--- config.mk ---
export PLATFORM = sky130hd
export DESIGN_NAME = rbm_phase_ctrl_flat
export DESIGN_NICKNAME = d
export VERILOG_FILES = /design/src/rtl/rbm_pkg.sv /design/src/rtl/rbm_phase_ctrl_if.sv /design/src/rtl/phase_timer.sv /design/src/rtl/rbm_phase_ctrl.sv /design/src/flat_wrapper.sv
export SDC_FILE = /design/constraint.sdc
export NUM_CORES = 1
export LEC_CHECK = 0
export ABC_CLOCK_PERIOD_IN_PS = 4300
export CORE_ASPECT_RATIO = 1.1
export CORE_MARGIN = 3
export CORE_UTILIZATION = 55
export DETAILED_ROUTE_END_ITERATION = 7
export HOLD_SLACK_MARGIN = 0.12
export PLACE_DENSITY = 0.91
export SETUP_SLACK_MARGIN = 0.3
export SKIP_LAST_GASP = 1
export SYNTH_ARGS = -nofsm -noshare
export SYNTH_HDL_FRONTEND = slang
export SYNTH_SLANG_ARGS = --single-unit
--- constraint.sdc ---
create_clock -name clk -period 4.3 [get_ports clk]
set_input_delay 0.86 -clock clk [delete_from_list [all_inputs] [get_ports clk]]
set_output_delay 0.86 -clock clk [all_outputs]
set_load 0.1 [all_outputs]
--- src/rtl/rbm_pkg.sv ---
// rbm_pkg: phase codes shared by the RBM phase controller, addr_gen and t_mem
package rbm_pkg;
  localparam logic [2:0] PH_IDLE   = 3'b000;
  localparam logic [2:0] PH_LOAD   = 3'b001;
  localparam logic [2:0] PH_FWD    = 3'b010;
  localparam logic [2:0] PH_BWD    = 3'b011;
  localparam logic [2:0] PH_UPD    = 3'b100;
  localparam logic [2:0] PH_SAMP_V = 3'b101;
  localparam logic [2:0] PH_DONE   = 3'b110;
  localparam logic [2:0] PH_SAMP_H = 3'b111;
  typedef enum logic [2:0] {
    ST_IDLE   = PH_IDLE,
    ST_LOAD   = PH_LOAD,
    ST_FWD    = PH_FWD,
    ST_BWD    = PH_BWD,
    ST_UPD    = PH_UPD,
    ST_SAMP_V = PH_SAMP_V,
    ST_DONE   = PH_DONE,
    ST_SAMP_H = PH_SAMP_H
  } phase_t;
  function automatic int imax(input int a, input int b);
    return a > b ? a : b;
  endfunction
endpackage

--- src/rtl/rbm_phase_ctrl_if.sv ---
// rbm_phase_ctrl_if: control, addr_gen and t_mem signals of the phase controller
interface rbm_phase_ctrl_if #(
  parameter int ADDR_W = 2,
  parameter int ITER_W = 4
);
  logic              en;
  logic              start;
  logic              skip_load;
  logic [ITER_W-1:0] cfg_iters;
  logic              fifo_empty;
  logic [ADDR_W-1:0] addr_fetch;
  logic [2:0]        statesignal;
  logic              en_fetch;
  logic [ADDR_W-1:0] v_addr;
  logic [ADDR_W-1:0] h_addr;
  logic              wr_en;
  logic              upd_en;
  logic              busy;
  logic              done;
  logic              err_timeout;
  modport master (
    input  en, start, skip_load, cfg_iters, fifo_empty, addr_fetch,
    output statesignal, en_fetch, v_addr, h_addr, wr_en, upd_en, busy, done, err_timeout
  );
  modport slave (
    output en, start, skip_load, cfg_iters, fifo_empty, addr_fetch,
    input  statesignal, en_fetch, v_addr, h_addr, wr_en, upd_en, busy, done, err_timeout
  );
endinterface

--- src/rtl/phase_timer.sv ---
// phase_timer: loadable down-counter with zero flag for fixed-length phase dwells
module phase_timer #(
  parameter int W = 2
) (
  input  logic         clk,
  input  logic         rst,
  input  logic         en,
  input  logic         load,
  input  logic [W-1:0] load_val,
  output logic         zero
);
  logic [W-1:0] cnt_q, cnt_d;
  // load wins; otherwise count down to zero and stick there
  always_comb begin
    cnt_d = load ? load_val : (en && cnt_q != '0) ? cnt_q - W'(1) : cnt_q;
    zero  = cnt_q == '0;
  end
  // counter register
  always_ff @(posedge clk) begin
    if (rst) cnt_q <= '0;
    else     cnt_q <= cnt_d;
  end
endmodule

--- src/rtl/rbm_phase_ctrl.sv ---
// rbm_phase_ctrl: CD-1 phase sequencer driving addr_gen and t_mem for a run of iterations
module rbm_phase_ctrl
  import rbm_pkg::*;
#(
  parameter int N_ROWS     = 3,
  parameter int ADDR_W     = 2,
  parameter int SAMPLE_CYC = 3,
  parameter int MAX_FETCH  = 8,
  parameter int ITER_W     = 4
) (
  input logic clk,
  input logic rst,
  rbm_phase_ctrl_if.master bus
);
  localparam int FW = $clog2(MAX_FETCH + 1);
  localparam int TW = $clog2(imax(N_ROWS, SAMPLE_CYC) + 1);
  localparam logic [TW-1:0] T_ROWS = TW'(N_ROWS - 1);
  localparam logic [TW-1:0] T_SAMP = TW'(SAMPLE_CYC - 1);
  phase_t            state_q, state_d;
  logic [ADDR_W-1:0] row_q, row_d;
  logic [FW-1:0]     fcnt_q, fcnt_d;
  logic [ITER_W-1:0] iter_q, iter_d, iters_q, iters_d;
  logic              err_q, err_d;
  logic              t_load, t_zero;
  logic [TW-1:0]     t_val;
  logic              fetch, timeout;
  phase_timer #(.W(TW)) u_timer (
    .clk      (clk),
    .rst      (rst),
    .en       (bus.en),
    .load     (t_load),
    .load_val (t_val),
    .zero     (t_zero)
  );
  // next-state and counter updates; everything holds while en is low
  always_comb begin
    state_d = state_q;
    row_d   = row_q;
    fcnt_d  = fcnt_q;
    iter_d  = iter_q;
    iters_d = iters_q;
    err_d   = err_q;
    t_load  = 1'b0;
    t_val   = '0;
    fetch   = state_q == ST_FWD || state_q == ST_BWD;
    timeout = fetch && !bus.fifo_empty && fcnt_q == FW'(MAX_FETCH);
    if (bus.en) begin
      case (state_q)
        ST_IDLE: if (bus.start) begin
          iters_d = bus.cfg_iters == '0 ? ITER_W'(1) : bus.cfg_iters;
          iter_d  = '0;
          err_d   = 1'b0;
          row_d   = '0;
          t_load  = 1'b1;
          t_val   = bus.skip_load ? T_SAMP : T_ROWS;
          state_d = bus.skip_load ? ST_SAMP_V : ST_LOAD;
        end
        ST_LOAD: if (t_zero) begin
          state_d = ST_SAMP_V;
          row_d   = '0;
          t_load  = 1'b1;
          t_val   = T_SAMP;
        end else row_d = row_q + ADDR_W'(1);
        ST_SAMP_V: if (t_zero) begin
          state_d = ST_FWD;
          fcnt_d  = '0;
        end
        ST_FWD: if (bus.fifo_empty) begin
          state_d = ST_SAMP_H;
          t_load  = 1'b1;
          t_val   = T_SAMP;
        end else if (timeout) begin
          state_d = ST_IDLE;
          err_d   = 1'b1;
        end else fcnt_d = fcnt_q + FW'(1);
        ST_SAMP_H: if (t_zero) begin
          state_d = ST_BWD;
          fcnt_d  = '0;
        end
        ST_BWD: if (bus.fifo_empty) begin
          state_d = ST_UPD;
          row_d   = '0;
          t_load  = 1'b1;
          t_val   = T_ROWS;
        end else if (timeout) begin
          state_d = ST_IDLE;
          err_d   = 1'b1;
        end else fcnt_d = fcnt_q + FW'(1);
        ST_UPD: if (t_zero) begin
          iter_d  = iter_q + ITER_W'(1);
          state_d = iter_q + ITER_W'(1) == iters_q ? ST_DONE : ST_SAMP_V;
          row_d   = '0;
          t_load  = 1'b1;
          t_val   = T_SAMP;
        end else row_d = row_q + ADDR_W'(1);
        ST_DONE: state_d = ST_IDLE;
        default: state_d = ST_IDLE;
      endcase
    end
  end
  // zero-latency strobes and address steering toward addr_gen and t_mem
  always_comb begin
    bus.statesignal = state_q;
    bus.busy        = state_q != ST_IDLE;
    bus.err_timeout = err_q;
    bus.done        = bus.en && state_q == ST_DONE;
    bus.wr_en       = bus.en && state_q == ST_LOAD;
    bus.upd_en      = bus.en && state_q == ST_UPD;
    bus.en_fetch    = bus.en && fetch && !bus.fifo_empty && !timeout;
    bus.v_addr      = state_q == ST_FWD ? bus.addr_fetch : '0;
    bus.h_addr      = (state_q == ST_LOAD || state_q == ST_UPD) ? row_q :
                      state_q == ST_BWD ? bus.addr_fetch : '0;
  end
  // state, counter and sticky-error registers
  always_ff @(posedge clk) begin
    if (rst) begin
      state_q <= ST_IDLE;
      row_q   <= '0;
      fcnt_q  <= '0;
      iter_q  <= '0;
      iters_q <= '0;
      err_q   <= 1'b0;
    end else begin
      state_q <= state_d;
      row_q   <= row_d;
      fcnt_q  <= fcnt_d;
      iter_q  <= iter_d;
      iters_q <= iters_d;
      err_q   <= err_d;
    end
  end
endmodule

--- src/flat_wrapper.sv ---
// flat-port wrapper written by rule: the top's interface ports become plain ports
module rbm_phase_ctrl_flat import rbm_pkg::*;
#(
  parameter int N_ROWS     = 3,
  parameter int ADDR_W     = 2,
  parameter int SAMPLE_CYC = 3,
  parameter int MAX_FETCH  = 8,
  parameter int ITER_W     = 4
)
  (clk, rst, bus_en, bus_start, bus_skip_load, bus_cfg_iters, bus_fifo_empty, bus_addr_fetch, bus_statesignal, bus_en_fetch, bus_v_addr, bus_h_addr, bus_wr_en, bus_upd_en, bus_busy, bus_done, bus_err_timeout);
  rbm_phase_ctrl_if #(.ADDR_W(ADDR_W), .ITER_W(ITER_W)) bus_i ();
  input logic clk;
  input logic rst;
  input wire logic [$bits(bus_i.en)-1:0] bus_en;
  input wire logic [$bits(bus_i.start)-1:0] bus_start;
  input wire logic [$bits(bus_i.skip_load)-1:0] bus_skip_load;
  input wire logic [$bits(bus_i.cfg_iters)-1:0] bus_cfg_iters;
  input wire logic [$bits(bus_i.fifo_empty)-1:0] bus_fifo_empty;
  input wire logic [$bits(bus_i.addr_fetch)-1:0] bus_addr_fetch;
  output wire logic [$bits(bus_i.statesignal)-1:0] bus_statesignal;
  output wire logic [$bits(bus_i.en_fetch)-1:0] bus_en_fetch;
  output wire logic [$bits(bus_i.v_addr)-1:0] bus_v_addr;
  output wire logic [$bits(bus_i.h_addr)-1:0] bus_h_addr;
  output wire logic [$bits(bus_i.wr_en)-1:0] bus_wr_en;
  output wire logic [$bits(bus_i.upd_en)-1:0] bus_upd_en;
  output wire logic [$bits(bus_i.busy)-1:0] bus_busy;
  output wire logic [$bits(bus_i.done)-1:0] bus_done;
  output wire logic [$bits(bus_i.err_timeout)-1:0] bus_err_timeout;
  assign bus_i.en = bus_en;
  assign bus_i.start = bus_start;
  assign bus_i.skip_load = bus_skip_load;
  assign bus_i.cfg_iters = bus_cfg_iters;
  assign bus_i.fifo_empty = bus_fifo_empty;
  assign bus_i.addr_fetch = bus_addr_fetch;
  assign bus_statesignal = bus_i.statesignal;
  assign bus_en_fetch = bus_i.en_fetch;
  assign bus_v_addr = bus_i.v_addr;
  assign bus_h_addr = bus_i.h_addr;
  assign bus_wr_en = bus_i.wr_en;
  assign bus_upd_en = bus_i.upd_en;
  assign bus_busy = bus_i.busy;
  assign bus_done = bus_i.done;
  assign bus_err_timeout = bus_i.err_timeout;
  rbm_phase_ctrl #(.N_ROWS(N_ROWS), .ADDR_W(ADDR_W), .SAMPLE_CYC(SAMPLE_CYC), .MAX_FETCH(MAX_FETCH), .ITER_W(ITER_W)) u_core (.clk(clk), .rst(rst), .bus(bus_i));
endmodule
== Word-level counts from Yosys, hierarchy flattened ==
Cells that the tools add are included.

* Bits in registers: 20
* Latch bits: 0
* Bits in writable memories: 0
* Bits in read-only memories: 0
* Bits of input ports: 12
* Output and inout port bits: 13
* Logic and storage cells: 104
* Memories: 0

* Add/sub/neg operators: 4
* Multiply operators: 0
* Div/mod/pow operators: 0
* Magnitude comparators: 0
* Equal/unequal tests: 19
* Shifts and indexed selects: 0
* Mux-type cells: 42
* Bitwise gates (word level): 0
* Reductions and logical operators: 32

{| class="wikitable"
|+ Operator list
! operator !! number
|-
| $mux 3 || 9
|-
| $mux 2 || 13
|-
| $mux 4 || 6
|-
| $pmux 3 s8 || 1
|-
| $pmux 4 s2 || 2
|-
| $eq 3x3->1 const B || 4
|-
| $ne 2x1->1 const B || 6
|-
| $pmux 2 s3 || 2
|-
| $reduce_and 5->1 || 2
|-
| $reduce_bool 2->1 || 5
|-
| $logic_and 1x1->1 || 9
|-
| $add 4x1->4 const B || 2
|-
| $ne 2x2->1 const B || 4
|-
| $reduce_and 4->1 || 2
|-
| $mux 1 || 7
|-
| $eq 3x2->1 const B || 2
|-
| $reduce_and 6->1 || 1
|-
| $reduce_bool 3->1 || 2
|-
| $reduce_or 2->1 || 3
|-
| $eq 4x4->1 || 1
|-
| $eq 4x4->1 const B || 1
|-
| $logic_not 4->1 || 1
|-
| $eq 3x1->1 const B || 1
|-
| $logic_not 3->1 || 1
|-
| 8 further kinds || 10
|}

== Logic depth before layout (Yosys ltp) ==
Gate-level depths: netlist of run 1.

* Depth after elaboration: 7
* Depth in mapped cells: 9
* Mapped depth without buffers: 7

== Modules after synthesis ==
From an unflattened synthesis of run 1, not the netlist that was laid out.

* Cell total of the unflattened synthesis: 169
* Area, all modules: 1367.6 um2

{| class="wikitable"
|+ Modules (own cells, without submodules)
! module !! times used !! cells each !! area an instance (um2) !! sequential area each (um2)
|-
| rbm_phase_ctrl || 1 || 155 || 1241.2 || 360.3
|-
| phase_timer || 1 || 14 || 126.4 || 40.0
|}

== Least setup slack after synthesis of run 1 ==
OpenSTA, ideal clock, no wires.

* Path type: reg-to-output
* Start: register u_core.state_q[1], in the netlist u_core.bus.statesignal[1]
* End: output bus_h_addr[0]
* Arrival: 3774 ps
* Required time: 3440 ps
* Path slack: -334 ps
* Cell stages (with the launch flop): 5
* Path buffers: 2
* Cell sequence: dfxtp_1 buf_2 clkbuf_1 nand2_1 o21ai_0

* Word-level cells in the longest chain between the ends: 3
* Elaborated cells on any way between the ends: 6
* Classes of those cells: 3 x eq/ne; 2 x mux; 1 x reduce/logical

{| class="wikitable"
|+ Ends and longest elaborated chain
! what !! RTL line !! RTL
|-
| from (decl) || rbm_phase_ctrl.sv:19 || <nowiki>phase_t state_q, state_d;</nowiki>
|-
| from (signal assigned) || rbm_phase_ctrl.sv:124 || <nowiki>state_q <= state_d;</nowiki>
|-
| $eq 3x2->1, or another cell as far along || rbm_phase_ctrl.sv:112 || <nowiki>state_q == ST_BWD ? bus.addr_fetch : '0;</nowiki>
|-
| $mux 2 / $logic_or 1x1->1 (equally long branches) || rbm_phase_ctrl.sv:112, rbm_phase_ctrl.sv:111 ||
|-
| $mux 2 (*) || rbm_phase_ctrl.sv:111 || <nowiki>bus.h_addr = (state_q == ST_LOAD || state_q == ST_UPD) ? row_q :</nowiki>
|-
| to (decl) || flat_wrapper.sv:23 || <nowiki>output wire logic [$bits(bus_i.h_addr)-1:0] bus_h_addr;</nowiki>
|}

Every way passes the cells marked *; elsewhere a longest branch is shown, timed or not.

== Worst setup path in the final report of run 1 ==
* Start: register u_core.state_q[2], in the netlist u_core.bus.statesignal[2]
* End: output bus_busy

* Word-level cells in the longest chain between the ends: 1

{| class="wikitable"
|+ Ends and longest elaborated chain
! what !! RTL line !! RTL
|-
| $reduce_bool 3->1 || rbm_phase_ctrl.sv:104 || <nowiki>bus.busy = state_q != ST_IDLE;</nowiki>
|-
| to (decl) || flat_wrapper.sv:26 || <nowiki>output wire logic [$bits(bus_i.busy)-1:0] bus_busy;</nowiki>
|}

Every way passes these cells.

==> load_flow_metrics.sql, run 1 <==
INSERT INTO impl_metrics (metric_group, metric, value, unit) VALUES
('outcome', 'run_status', 'finished clean', ''),
('worst_setup_path', 'startpoint_type', 'flip-flop', ''),
('yosys', 'synthDominantAreaCellType', 'dfxtp_1', ''),
('layout', 'final_layout_size_suffix_gt1_share', '13.5', '%'),
('worst_setup_path', 'list_of_cells_traversed_by_the_critical_path', 'nor3_2, inv_2, clkdlybuf4s50_1', ''),
('yosys', 'synth.ff_latch_count', '20', ''),
('power', 'peakVddDrop', '0.241', 'mV'),
('layout', 'num-fill-cells', '202', ''),
('cts', 'cts_sinks', '20', ''),
('yosys', 'yosys.area.top_type_share', '30.3', '%'),
('worst_setup_path', 'crit_arrival', '2.53', 'ns'),
('yosys', 'synth_edf_count', '0', ''),
('placed_design', 'final_weighted_congestion_of_routability_driven_global_placement', '0.905', ''),
('grt', 'grt_util_met1', '28.0', '%'),
('worst_setup_path', 'worstRegToRegCells', '5', ''),
('yosys', 'syn-num-nets', '191', ''),
('power', 'p_leak', '0.577', 'nW'),
('cts', 'clock_tree_from_tritoncts', 'built', ''),
('grt', 'pin_count_of_the_biggest_net_entering_global_routing', '23', ''),
('die', 'fp.coreArea', '2270', 'sq um'),
('die', 'ios', '25', ''),
('power', 'clock_network_fraction_of_design_power', '17.0', '%'),
('drt', 'route.detailed.vias_per_inst', '5.92', ''),
('power', 'power.switching_fraction', '41.5', '%'),
('sta', 'finalHoldViolations', '0', ''),
('yosys', 'synthesis.yosys.warnings', '0', ''),
('die', 'initial_core_utilization', '58.1', '%'),
('grt', 'grt_usage', '22.5', '%'),
('cts', 'clock_tree.htree_level_count', '1', ''),
('sta', 'fmax', '0.295', 'GHz'),
('die', 'fp.dieW', '52.8', 'microns'),
('layout', 'multi_input_area', '848', 'sq um'),
('cts', 'cts_clk_pin_slew_worst_paths', '0.11', 'ns'),
('yosys', 'postSynth.asyncResetShare', '0', '%'),
('cts', 'cts_resized', '0', ''),
('yosys', 'synth.cells.most_frequent', '22 x nor2_1, 20 x dfxtp_1, 15 x a21oi_1, 15 x nand2_1, 11 x o21ai_0', ''),
('cts', 'clk_latency', '0.30', 'ns'),
('sta', 'min_period_over_period', '78.8', '%'),
('sta', 'setup_viol', '0', ''),
('drt', 'drt_iter0_drc', '45', ''),
('yosys', 'post-synth-top-count-cell', 'nor2_1', ''),
('cts', 'clock_root_buffer', 'clkbuf_4', ''),
('power', 'power_report.internal_total', '0.297', 'mW'),
('worst_setup_path', 'slowest_delay', '1.15', 'ns'),
('worst_setup_path', 'required', '3.44', 'ns'),
('power', 'switchingPower', '0.211', 'mW'),
('grt', 'grt_antenna_before_repair', '0', ''),
('placed_design', 'dp_cells', '220', ''),
('layout', 'finalNonFillerCells', '223', ''),
('grt', 'overflow', '0', ''),
('drt', 'dr.pass1.iters', '4', ''),
('worst_setup_path', 'path_class', 'reg2out', ''),
('yosys', 'synth_cells', '175', ''),
('grt', 'met2_usage', '39.5', '%'),
('power', 'power.combinational.fraction', '40.7', '%'),
('drt', 'route.vias.total', '1321', ''),
('grt', 'gr-max-usage-layer', 'met2', ''),
('worst_hold_path', 'min_path_type', 'reg2reg', ''),
('drt', 'drc', '0', ''),
('worst_setup_path', 'slowest_cell_on_crit_path', 'clkdlybuf4s50_1', ''),
('worst_hold_path', 'timing.hold.worst_path_depth', '2', ''),
('die', 'std_cell_rows', '18', ''),
('power', 'power.density_cell_area', '323', 'nW/um^2'),
('yosys', 'post_synth_num_cell_types', '49', ''),
('sta', 'timing.final.max_slew_violations', '0', ''),
('layout', 'ff_latch_area', '400', 'sq um'),
('grt', 'grt_pass1_wl', '5240', 'microns'),
('yosys', 'synth_area_leaders', 'dfxtp_1 30%, nor2_1 6.2%, a21oi_1 5.7%, mux2i_1 4.5%, nand2_1 4.3%', ''),
('sta', 'fin_tns_setup', '0', 'ns'),
('placed_design', 'dpl.hpwl', '2320', 'microns'),
('placed_design', 'buffer_ports.inserted', '24', '');
critical path, delay by kind of cell, from the launching register on:
kind	cells	cell delay (ns)
buffers and inverters	2	1.29
flip-flops	1	0.79
AND/OR/NAND/NOR	1	0.15
kinds of logic (layout without fill, tap and decap cells):
family	Yosys count	count (layout)	synth area share (%)
compound gates	44	44	20.8
xor+xnor	6	6	3.97
fa+ha+maj	5	5	4.54
buf+inv	20	38	7.09
flops	20	20	30.3
mux	6	6	4.54
simple gates	74	74	28.8
state kept, by name (all words and copies together), names as in the netlist:
register	count
u_core.bus.err_timeout	1
u_core.bus.statesignal	3
u_core.fcnt_q	4
u_core.iter_q	4
u_core.iters_q	4
u_core.row_q	2
u_core.u_timer.cnt_q	2
layer usage:
layer	vias to the layer above	wire, microns
met2	48	1570
met3	6	149
met1	617	1320
li1	650	-
met5	-	0
met4	0	38
final cells by class:
type                    instances  area share (%)
well taps                      30            2.38
repair buffers                 25            14.5
inverters                      10            2.38
clock buffers                   3            1.43
flip-flops and latches         20            25.4
multi-input cells             135            53.9
final timing paths:
path                                          to                       from  slack, ns
worst min register to register  u_core.iter_q[1]           u_core.iter_q[1]       0.50
worst max register to register  u_core.iter_q[3]  u_core.bus.statesignal[2]       2.34
worst max-delay path                    bus_busy  u_core.bus.statesignal[2]       0.91
worst min-delay path            u_core.iter_q[1]           u_core.iter_q[1]       0.50
power groups by stage:
| stage | clock network, mW | registers [mW] | logic [mW] |
|---|---|---|---|
| finish | 0.0865 | 0.215 | 0.207 |
| global route | 0.0956 | 0.218 | 0.224 |
| CTS | 0.0878 | 0.215 | 0.207 |
| detailed placement | 0 | 0.219 | 0.206 |
| global placement | 0 | 0.218 | 0.200 |
| floorplan | 0 | 0.231 | 0.152 |
cell usage in the layout (no fill, tap or decap), drive strengths merged, types with 3 or more instances in the layout:
master,count
nand2b,5
o21ai,12
clkdlybuf4s50,16
nor4,3
clkbuf,3
nor3,9
nand2,15
buf,9
nand3,8
xnor2,4
nor3b,3
ha,4
nor2,23
a21oi,15
dfxtp,20
inv,10
mux2i,6
through the flow:
stage	area, sq um	hold WS, ns	utilization (%)	setup slack [ns]
final	1570	0.495	69.2	0.910
after CTS	1570	0.497	69.2	0.915
after global placement	1550	0.463	68.2	1.00
after floorplan	1340	0.449	-	0.375
after global routing	1570	0.529	69.2	0.809
after detailed placement	1550	0.482	68.2	0.955
No activity file was read; power rests on OpenSTA's default activity.
==> run 2, diff against run 1 <==
--- a/config.mk
+++ b/config.mk
@@ -5,13 +5,13 @@
 export SDC_FILE = /design/constraint.sdc
 export NUM_CORES = 1
 export LEC_CHECK = 0
-export ABC_CLOCK_PERIOD_IN_PS = 4300
+export ABC_CLOCK_PERIOD_IN_PS = 3150
 export CORE_ASPECT_RATIO = 1.1
 export CORE_MARGIN = 3
-export CORE_UTILIZATION = 55
+export CORE_UTILIZATION = 51
 export DETAILED_ROUTE_END_ITERATION = 7
 export HOLD_SLACK_MARGIN = 0.12
-export PLACE_DENSITY = 0.91
+export PLACE_DENSITY = 0.85
 export SETUP_SLACK_MARGIN = 0.3
 export SKIP_LAST_GASP = 1
 export SYNTH_ARGS = -nofsm -noshare
==> constraint.sdc (replaced) <==
create_clock -name clk -period 3.15 [get_ports clk]
set_input_delay 0.63 -clock clk [delete_from_list [all_inputs] [get_ports clk]]
set_output_delay 0.63 -clock clk [all_outputs]
set_load 0.1 [all_outputs]
==> run 2 against run 1 <==
  * Critical endpoint is now bus_en_fetch
  * Clock skew shrank 0.0028 ns
  * Setup slack lost 0.54 ns
  * Global-route usage shrank 0.46 points
==> load_flow_metrics.sql, run 2 (synthesis results as in run 1) <==
INSERT INTO impl_metrics (metric_group, metric, value, unit) VALUES
('power', 'clock_network_fraction_of_design_power', '26.8', '%'),
('worst_setup_path', 'end_kind', 'output pin', ''),
('sta', 'fmax', '0.359', 'GHz'),
('drt', 'drc', '0', ''),
('flow_run', 'cap_violations', '0', ''),
('cts', 'clock_root_buffer', 'clkbuf_4', ''),
('sta', 'timing.slew.headroom', '47.6', '%'),
('worst_setup_path', 'r2r_start', 'u_core.u_timer.cnt_q[0]', ''),
('grt', 'overflow', '0', ''),
('drt', 'route.detailed.vias_per_inst', '5.88', ''),
('grt', 'pin_count_of_the_biggest_net_entering_global_routing', '24', ''),
('power', 'peakVddDrop', '0.378', 'mV'),
('sta', 'setup_viol', '0', ''),
('worst_setup_path', 'critPathCapture', 'bus_en_fetch', ''),
('power', 'power.combinational.fraction', '36.2', '%'),
('sta', 'fin_crit', '2.78', 'ns'),
('sta', 'min_period_over_period', '88.3', '%'),
('layout', 'leading_cell_type_in_the_layout_fill_and_taps_excluded', 'nor2_1', ''),
('placed_design', 'final_weighted_congestion_of_routability_driven_global_placement', '0.829', ''),
('cts', 'clock_tree.buffer_depth', '2', ''),
('outcome', 'run_status', 'finished clean', ''),
('cts', 'cts_made_buffers', '3', ''),
('die', 'fp.coreArea', '2360', 'sq um'),
('power', 'power.density_cell_area', '467', 'nW/um^2'),
('sta', 'final.setup_skew', '0.00748', 'ns'),
('drt', 'dr.pass1.iters', '5', ''),
('layout', 'layout_common_cells', '18 x nor2_1, 17 x dfxtp_1, 15 x nand2_1, 15 x a21oi_1, 11 x clkdlybuf4s50_1', ''),
('worst_setup_path', 'cp_max_fo', '6', ''),
('cts', 'clock_tree.htree_level_count', '1', ''),
('die', 'std_cell_rows', '18', ''),
('sta', 'grt_setup_unrepaired', 'yes', ''),
('power', 'power_frac_seq', '37.0', '%'),
('placed_design', 'buffer_ports.inserted', '24', ''),
('cts', 'cts_clk_pin_slew_worst_paths', '0.13', 'ns'),
('die', 'fp.dieW', '54.6', 'microns'),
('layout', 'antenna-diode-count', '0', ''),
('sta', 'timing.final.max_slew_violations', '0', ''),
('worst_setup_path', 'crit_arrival', '2.15', 'ns'),
('worst_setup_path', 'list_of_cells_traversed_by_the_critical_path', 'clkdlybuf4s50_1, nor3b_1, o21ai_2, or2_2, nor2_4, buf_12', ''),
('layout', 'layout.core_utilization', '73.8', '%'),
('layout', 'multi_input_area', '907', 'sq um'),
('power', 'switchingPower', '0.316', 'mW'),
('worst_hold_path', 'min_path_type', 'reg2reg', ''),
('worst_setup_path', 'reg_to_reg_critical_path_endpoint', 'u_core.iter_q[3]', ''),
('cts', 'clk_latency', '0.32', 'ns'),
('worst_setup_path', 'slowest_cell_on_crit_path', 'clkdlybuf4s50_1', ''),
('sta', 'worst-slew-pin-transition', '0.784', 'ns'),
('placed_design', 'dpl.hpwl', '2350', 'microns'),
('sta', 'finalHoldViolations', '0', ''),
('worst_setup_path', 'startpoint_type', 'primary input', ''),
('worst_setup_path', 'worstSetupStartpoint', 'bus_fifo_empty', ''),
('worst_setup_path', 'worstRegToRegCells', '7', ''),
('grt', 'grt_usage', '22.0', '%'),
('worst_setup_path', 'path_class', 'in2out', ''),
('sta', 'fin_tns_setup', '0', 'ns'),
('power', 'report.power.total', '0.815', 'mW'),
('die', 'die-height', '59.4', 'microns'),
('grt', 'grt_antenna_before_repair', '0', ''),
('worst_setup_path', 'slowest_delay', '0.49', 'ns'),
('drt', 'drt_wl_total', '3180', 'microns'),
('cts', 'holdBufCountCts', '0', ''),
('worst_setup_path', 'rrSetupSlack', '1.26', 'ns'),
('power', 'p_leak', '0.616', 'nW'),
('power', 'power_report.internal_total', '0.499', 'mW'),
('drt', 'post_drt_wl_per_cell', '14.2', 'microns'),
('cts', 'clock_tree_from_tritoncts', 'built', ''),
('drt', 'route.vias.total', '1316', ''),
('sta', 'hold-worst-slack', '0.483', 'ns'),
('layout', 'area_growth', '31.9', '%'),
('die', 'initial_core_utilization', '55.9', '%'),
('cts', 'cts_sinks', '20', ''),
('grt', 'grt_pass1_wl', '5260', 'microns'),
('grt', 'grt_pass1_vias', '1204', ''),
('drt', 'ant_nets', '0', ''),
('layout', 'reg.largest.list', 'u_core.fcnt_q x4, u_core.iter_q x4, u_core.iters_q x4', ''),
('layout', 'final_layout_size_suffix_gt1_share', '21.1', '%'),
('layout', 'num-fill-cells', '190', ''),
('power', 'power.switching_fraction', '38.7', '%'),
('drt', 'drt_iter0_drc', '52', ''),
('layout', 'ff_latch_area', '407', 'sq um'),
('layout', 'layout.nets', '211', ''),
('die', 'fp.dieArea', '3240', 'sq um'),
('die', 'ios', '25', ''),
('worst_setup_path', 'required', '2.52', 'ns');
run 2: changes by cell type in the layout (fill, tap and decap cells not counted), sizes merged:
cell / previous run / this run
buf: 9 / 14
bufinv: 0 / 1
clkdlybuf4s50: 16 / 11
run 2: routing by layer:
metal,global-route usage [%],part of all wire [%],vias up
li1,-,-,658
met1,25.3,41,599
met2,38.5,51,54
met3,4.53,6.2,5
met4,9.25,1.4,0
met5,0,0,-
run 2: how the worst min path moves through the flow:
stage,from,endpoint,slack (ns),cells past startpoint
floorplan,u_core.iter_q[1],u_core.iter_q[1],0.45,2
global placement,u_core.iter_q[1],u_core.iter_q[1],0.46,2
detailed placement,u_core.iter_q[1],u_core.iter_q[1],0.46,2
CTS,u_core.iter_q[1],u_core.iter_q[1],0.48,2
global route,u_core.row_q[1],u_core.row_q[1],0.52,2
finish,u_core.iter_q[1],u_core.iter_q[1],0.48,2
run 2: cell type report:
class	instances	share of cell area, %
multi-input combinational	135	52.0
tap	30	2.15
inverter	10	2.15
clock inverter	1	1.72
clock buffer	3	1.29
sequential	20	23.3
timing repair buffer	25	17.4
run 2: repair_timing:
item | 4_1_cts | 5_1_grt
setup buffers | 0 | 0
endpoints found under the setup margin | 0 | 2
resized for setup | 0 | 3
run 2: power groups by stage:
| stage | sequential (mW) | combinational (mW) | clock, mW |
|---|---|---|---|
| 3_3_place_gp | 0.305 | 0.285 | 0 |
| 6_report | 0.302 | 0.295 | 0.218 |
| 3_5_place_dp | 0.307 | 0.291 | 0 |
| 4_1_cts | 0.301 | 0.293 | 0.219 |
| 2_1_floorplan | 0.316 | 0.219 | 0 |
| 5_1_grt | 0.306 | 0.316 | 0.233 |
run 2: through the flow:
step	worst slack, ns	area (sq um)	cells
floorplan	0.328	1400	175
global placement	0.449	1680	220
detailed placement	0.391	1680	220
CTS	0.389	1740	224
global route	0.274	1740	224
finish	0.368	1740	224
run 2: critical path, delay by kind of cell:
family          cells  cell delay [ns]
buf+inv             2             0.67
compound gates      1             0.12
simple gates        3             0.72
==> run 3, diff against run 2 <==
--- a/config.mk
+++ b/config.mk
@@ -6,14 +6,16 @@
 export NUM_CORES = 1
 export LEC_CHECK = 0
 export ABC_CLOCK_PERIOD_IN_PS = 3150
+export CAP_MARGIN = 20
 export CORE_ASPECT_RATIO = 1.1
 export CORE_MARGIN = 3
-export CORE_UTILIZATION = 51
+export CORE_UTILIZATION = 52
 export DETAILED_ROUTE_END_ITERATION = 7
 export HOLD_SLACK_MARGIN = 0.12
-export PLACE_DENSITY = 0.85
+export PLACE_DENSITY = 0.86
 export SETUP_SLACK_MARGIN = 0.3
 export SKIP_LAST_GASP = 1
 export SYNTH_ARGS = -nofsm -noshare
 export SYNTH_HDL_FRONTEND = slang
+export SYNTH_HIERARCHICAL = 1
 export SYNTH_SLANG_ARGS = --single-unit
==> run 3 against run 2 <==
  * Sequential share of layout area fell by 0.20 points
  * Sequential power barely moved
  * Combinational power fell by 6%
  * Via count rose by 1.2%
  * Largest cell class unchanged
  * Synthesized cell count fell by 3.4%
  * Synthesized area rose by 3.4%
  * Global-route usage rose by 1.7 points
  * Final area rose by 1.5%
  * Critical path depth fell by 2
  * Clock-buffer cell count did not move
  * Die area rose by 1.3%
  * Fmax rose by 7.3%
==> load_flow_metrics.sql, run 3 <==
INSERT INTO impl_metrics (metric_group, metric, value, unit) VALUES
('outcome', 'run_status', 'finished clean', ''),
('cts', 'clock_tree.htree_level_count', '1', ''),
('die', 'fp.dieArea', '3280', 'sq um'),
('drt', 'drt_iter0_drc', '60', ''),
('grt', 'grt_pass1_wl', '5720', 'microns'),
('cts', 'clock_root_buffer', 'clkbuf_4', ''),
('yosys', 'syn-num-nets', '185', ''),
('worst_setup_path', 'path_class', 'in2out', ''),
('sta', 'timing.final.ws_setup', '0.557', 'ns'),
('grt', 'pin_count_of_the_biggest_net_entering_global_routing', '24', ''),
('yosys', 'synthesis.area', '1370', 'sq um'),
('layout', 'layout_common_cells', '21 x nor2_1, 17 x a21oi_1, 17 x dfxtp_1', ''),
('grt', 'grt_usage', '23.7', '%'),
('die', 'std_cell_rows', '18', ''),
('yosys', 'avgSynthCellArea', '8.09', 'sq um'),
('power', 'p_leak', '0.652', 'nW'),
('drt', 'dr.pass1.iters', '4', ''),
('flow_run', 'cap_violations', '0', ''),
('cts', 'cts_clk_pin_slew_worst_paths', '0.11', 'ns'),
('sta', 'setup_viol', '0', ''),
('sta', 'fin_crit', '2.59', 'ns'),
('yosys', 'synthDominantAreaCellType', 'dfxtp_1', ''),
('yosys', 'synth_edf_count', '0', ''),
('yosys', 'seq_area_frac_synth', '29.3', '%'),
('grt', 'gr-max-usage-layer', 'met2', ''),
('drt', 'route.detailed.vias_per_inst', '6.11', ''),
('yosys', 'synth.ff_latch_count', '20', ''),
('layout', 'final_layout_size_suffix_gt1_share', '19.1', '%'),
('yosys', 'yosys.area.top_type_share', '29.3', '%'),
('drt', 'drc', '0', ''),
('layout', 'reg.largest.list', 'u_core/fcnt_q x4, u_core/iter_q x4, u_core/iters_q x4', ''),
('worst_setup_path', 'startpoint_type', 'primary input', ''),
('yosys', 'postSynth.asyncResetShare', '0', '%'),
('worst_setup_path', 'crit_arrival', '1.96', 'ns'),
('drt', 'ant_nets', '0', ''),
('yosys', 'synth_cells', '169', ''),
('sta', 'fin_tns_setup', '0', 'ns'),
('die', 'die-height', '59.8', 'microns'),
('placed_design', 'buffer_ports.inserted', '24', ''),
('die', 'ios', '25', ''),
('layout', 'layout.core_utilization', '74.9', '%'),
('yosys', 'postSynth.topFlopCell', 'dfxtp_1', ''),
('power', 'report.power.total', '0.784', 'mW'),
('sta', 'timing.slew.headroom', '45.5', '%'),
('layout', 'antenna-diode-count', '0', ''),
('worst_hold_path', 'min_path_type', 'reg2reg', ''),
('drt', 'post_drt_wl_per_cell', '15.9', 'microns'),
('worst_setup_path', 'list_of_cells_traversed_by_the_critical_path', 'clkdlybuf4s50_1, inv_1, nor4_4, buf_12', ''),
('die', 'initial_core_utilization', '57.8', '%'),
('worst_setup_path', 'cpLargestDelayFamily', 'buffers and inverters', ''),
('cts', 'holdBufCountCts', '0', ''),
('worst_setup_path', 'critical_path.n_buffers_inverters', '3', ''),
('cts', 'cts_sinks', '20', ''),
('yosys', 'synthesis.yosys.warnings', '6', ''),
('yosys', 'synth_area_leaders', 'dfxtp_1 29%, a21oi_1 6.2%, nor2_1 5.8%, ha_1 3.7%, o21ai_0 3.7%', ''),
('cts', 'post-cts-setup-buffer-count', '0', ''),
('grt', 'grt_use_met3', '4.24', '%'),
('sta', 'min_period_over_period', '82.3', '%'),
('sta', 'worst-slew-pin-transition', '0.815', 'ns'),
('layout', 'area_growth', '29.5', '%'),
('die', 'fp.coreArea', '2360', 'sq um'),
('grt', 'grt_util_met1', '27.5', '%'),
('worst_setup_path', 'required', '2.52', 'ns'),
('layout', 'layout.nets', '205', ''),
('die', 'fp.dieW', '54.9', 'microns'),
('sta', 'timing.final.max_slew_violations', '0', ''),
('drt', 'drt_wl_total', '3460', 'microns'),
('grt', 'met2_usage', '42.2', '%'),
('grt', 'grt_antenna_before_repair', '0', ''),
('placed_design', 'post-place-ws', '0.552', 'ns'),
('sta', 'finalHoldViolations', '0', ''),
('yosys', 'synth.cells.most_frequent', '21 x nor2_1, 20 x dfxtp_1, 17 x a21oi_1', ''),
('placed_design', 'final_weighted_congestion_of_routability_driven_global_placement', '0.804', ''),
('drt', 'route.vias.total', '1332', ''),
('sta', 'fmax', '0.386', 'GHz'),
('layout', 'leading_cell_type_in_the_layout_fill_and_taps_excluded', 'nor2_1', ''),
('placed_design', 'dpl.hpwl', '2530', 'microns'),
('cts', 'clock_tree.buffer_depth', '2', ''),
('worst_setup_path', 'rrSetupSlack', '1.18', 'ns'),
('sta', 'grt_setup_unrepaired', 'no', ''),
('worst_setup_path', 'cp_max_fo', '6', ''),
('cts', 'cts_resized', '0', ''),
('cts', 'clk_latency', '0.30', 'ns'),
('yosys', 'post-synth-top-count-cell', 'nor2_1', ''),
('worst_setup_path', 'slowest_cell_on_crit_path', 'clkdlybuf4s50_1', ''),
('placed_design', 'dp_cells', '214', ''),
('cts', 'cts_made_buffers', '3', ''),
('layout', 'finalNonFillerCells', '218', ''),
('sta', 'final.setup_skew', '0.00461', 'ns'),
('grt', 'overflow', '0', ''),
('grt', 'grt_pass1_vias', '1312', ''),
('worst_setup_path', 'slowest_delay', '0.48', 'ns'),
('cts', 'clock_tree_from_tritoncts', 'built', ''),
('worst_setup_path', 'end_kind', 'output pin', ''),
('power', 'power.density_cell_area', '443', 'nW/um^2'),
('yosys', 'post_synth_num_cell_types', '51', ''),
('power', 'peakVddDrop', '0.355', 'mV');
-- run 3: changes by cell type in the layout (fill, tap and decap cells not counted), sizes merged, moves of 3 or more --
cell | previous run | this run
or3 | 1 | 4
and3b | 0 | 3
nand3b | 1 | 4
nor2b | 1 | 5
mux2i | 6 | 3
nand3 | 8 | 4
nand2 | 15 | 7
nor3b | 3 | 0
nor3 | 9 | 5
-- run 3: cell type report --
type                            count  area, sq um
Sequential cell                    20          409
Multi-Input combinational cell    129          918
Clock buffer                        3         22.5
Timing Repair Buffer               25          315
Clock inverter                      1         30.0
Fill cell                         183          594
Tap cell                           30         37.5
Inverter                           10         37.5
-- run 3: path summary, 6_finish.rpt --
check	startpoint	to	depth (start not counted)
worst max-delay path	bus_en	bus_en_fetch	4
worst max register to register	u_core/u_timer/cnt_q[0]	u_core/u_timer/cnt_q[0]	9
worst min-delay path	u_core/iter_q[1]	u_core/iter_q[1]	2
worst min register to register	u_core/iter_q[1]	u_core/iter_q[1]	2
-- run 3: routing by layer --
| layer | vias to the layer above | wire length [microns] |
|---|---|---|
| met5 | - | 0 |
| met4 | 0 | 57 |
| met3 | 8 | 238 |
| met2 | 62 | 1800 |
| met1 | 625 | 1370 |
| li1 | 637 | - |
-- run 3: tightest hold or removal path, stage by stage, from the launching register on --
cell	delay, ns
dfxtp_1	0.36
nand2_1	0.06
a21oi_1	0.05
-- run 3: kinds of logic after synthesis --
logic type      after synthesis  share of synthesized area (%)
compound gates               44                           21.9
xor+xnor                      7                           5.58
fa+ha+maj                     4                           3.66
buf+inv                      20                           6.86
flops                        20                           29.3
mux                           4                           3.02
other cells                   1                          0.274
simple gates                 69                           29.5
-- run 3: where the power goes --
group | switching, mW | internal, mW | leakage, nW
combinational | 0.174 | 0.103 | 0.460
sequential | 0.0321 | 0.268 | 0.164
clock | 0.0783 | 0.129 | 0.0279
-- run 3: stage by stage --
step | area [sq um] | hold slack [ns]
after floorplan | 1420 | 0.448
after global placement | 1720 | 0.466
after detailed placement | 1720 | 0.486
after CTS | 1770 | 0.501
after global routing | 1770 | 0.545
final | 1770 | 0.508
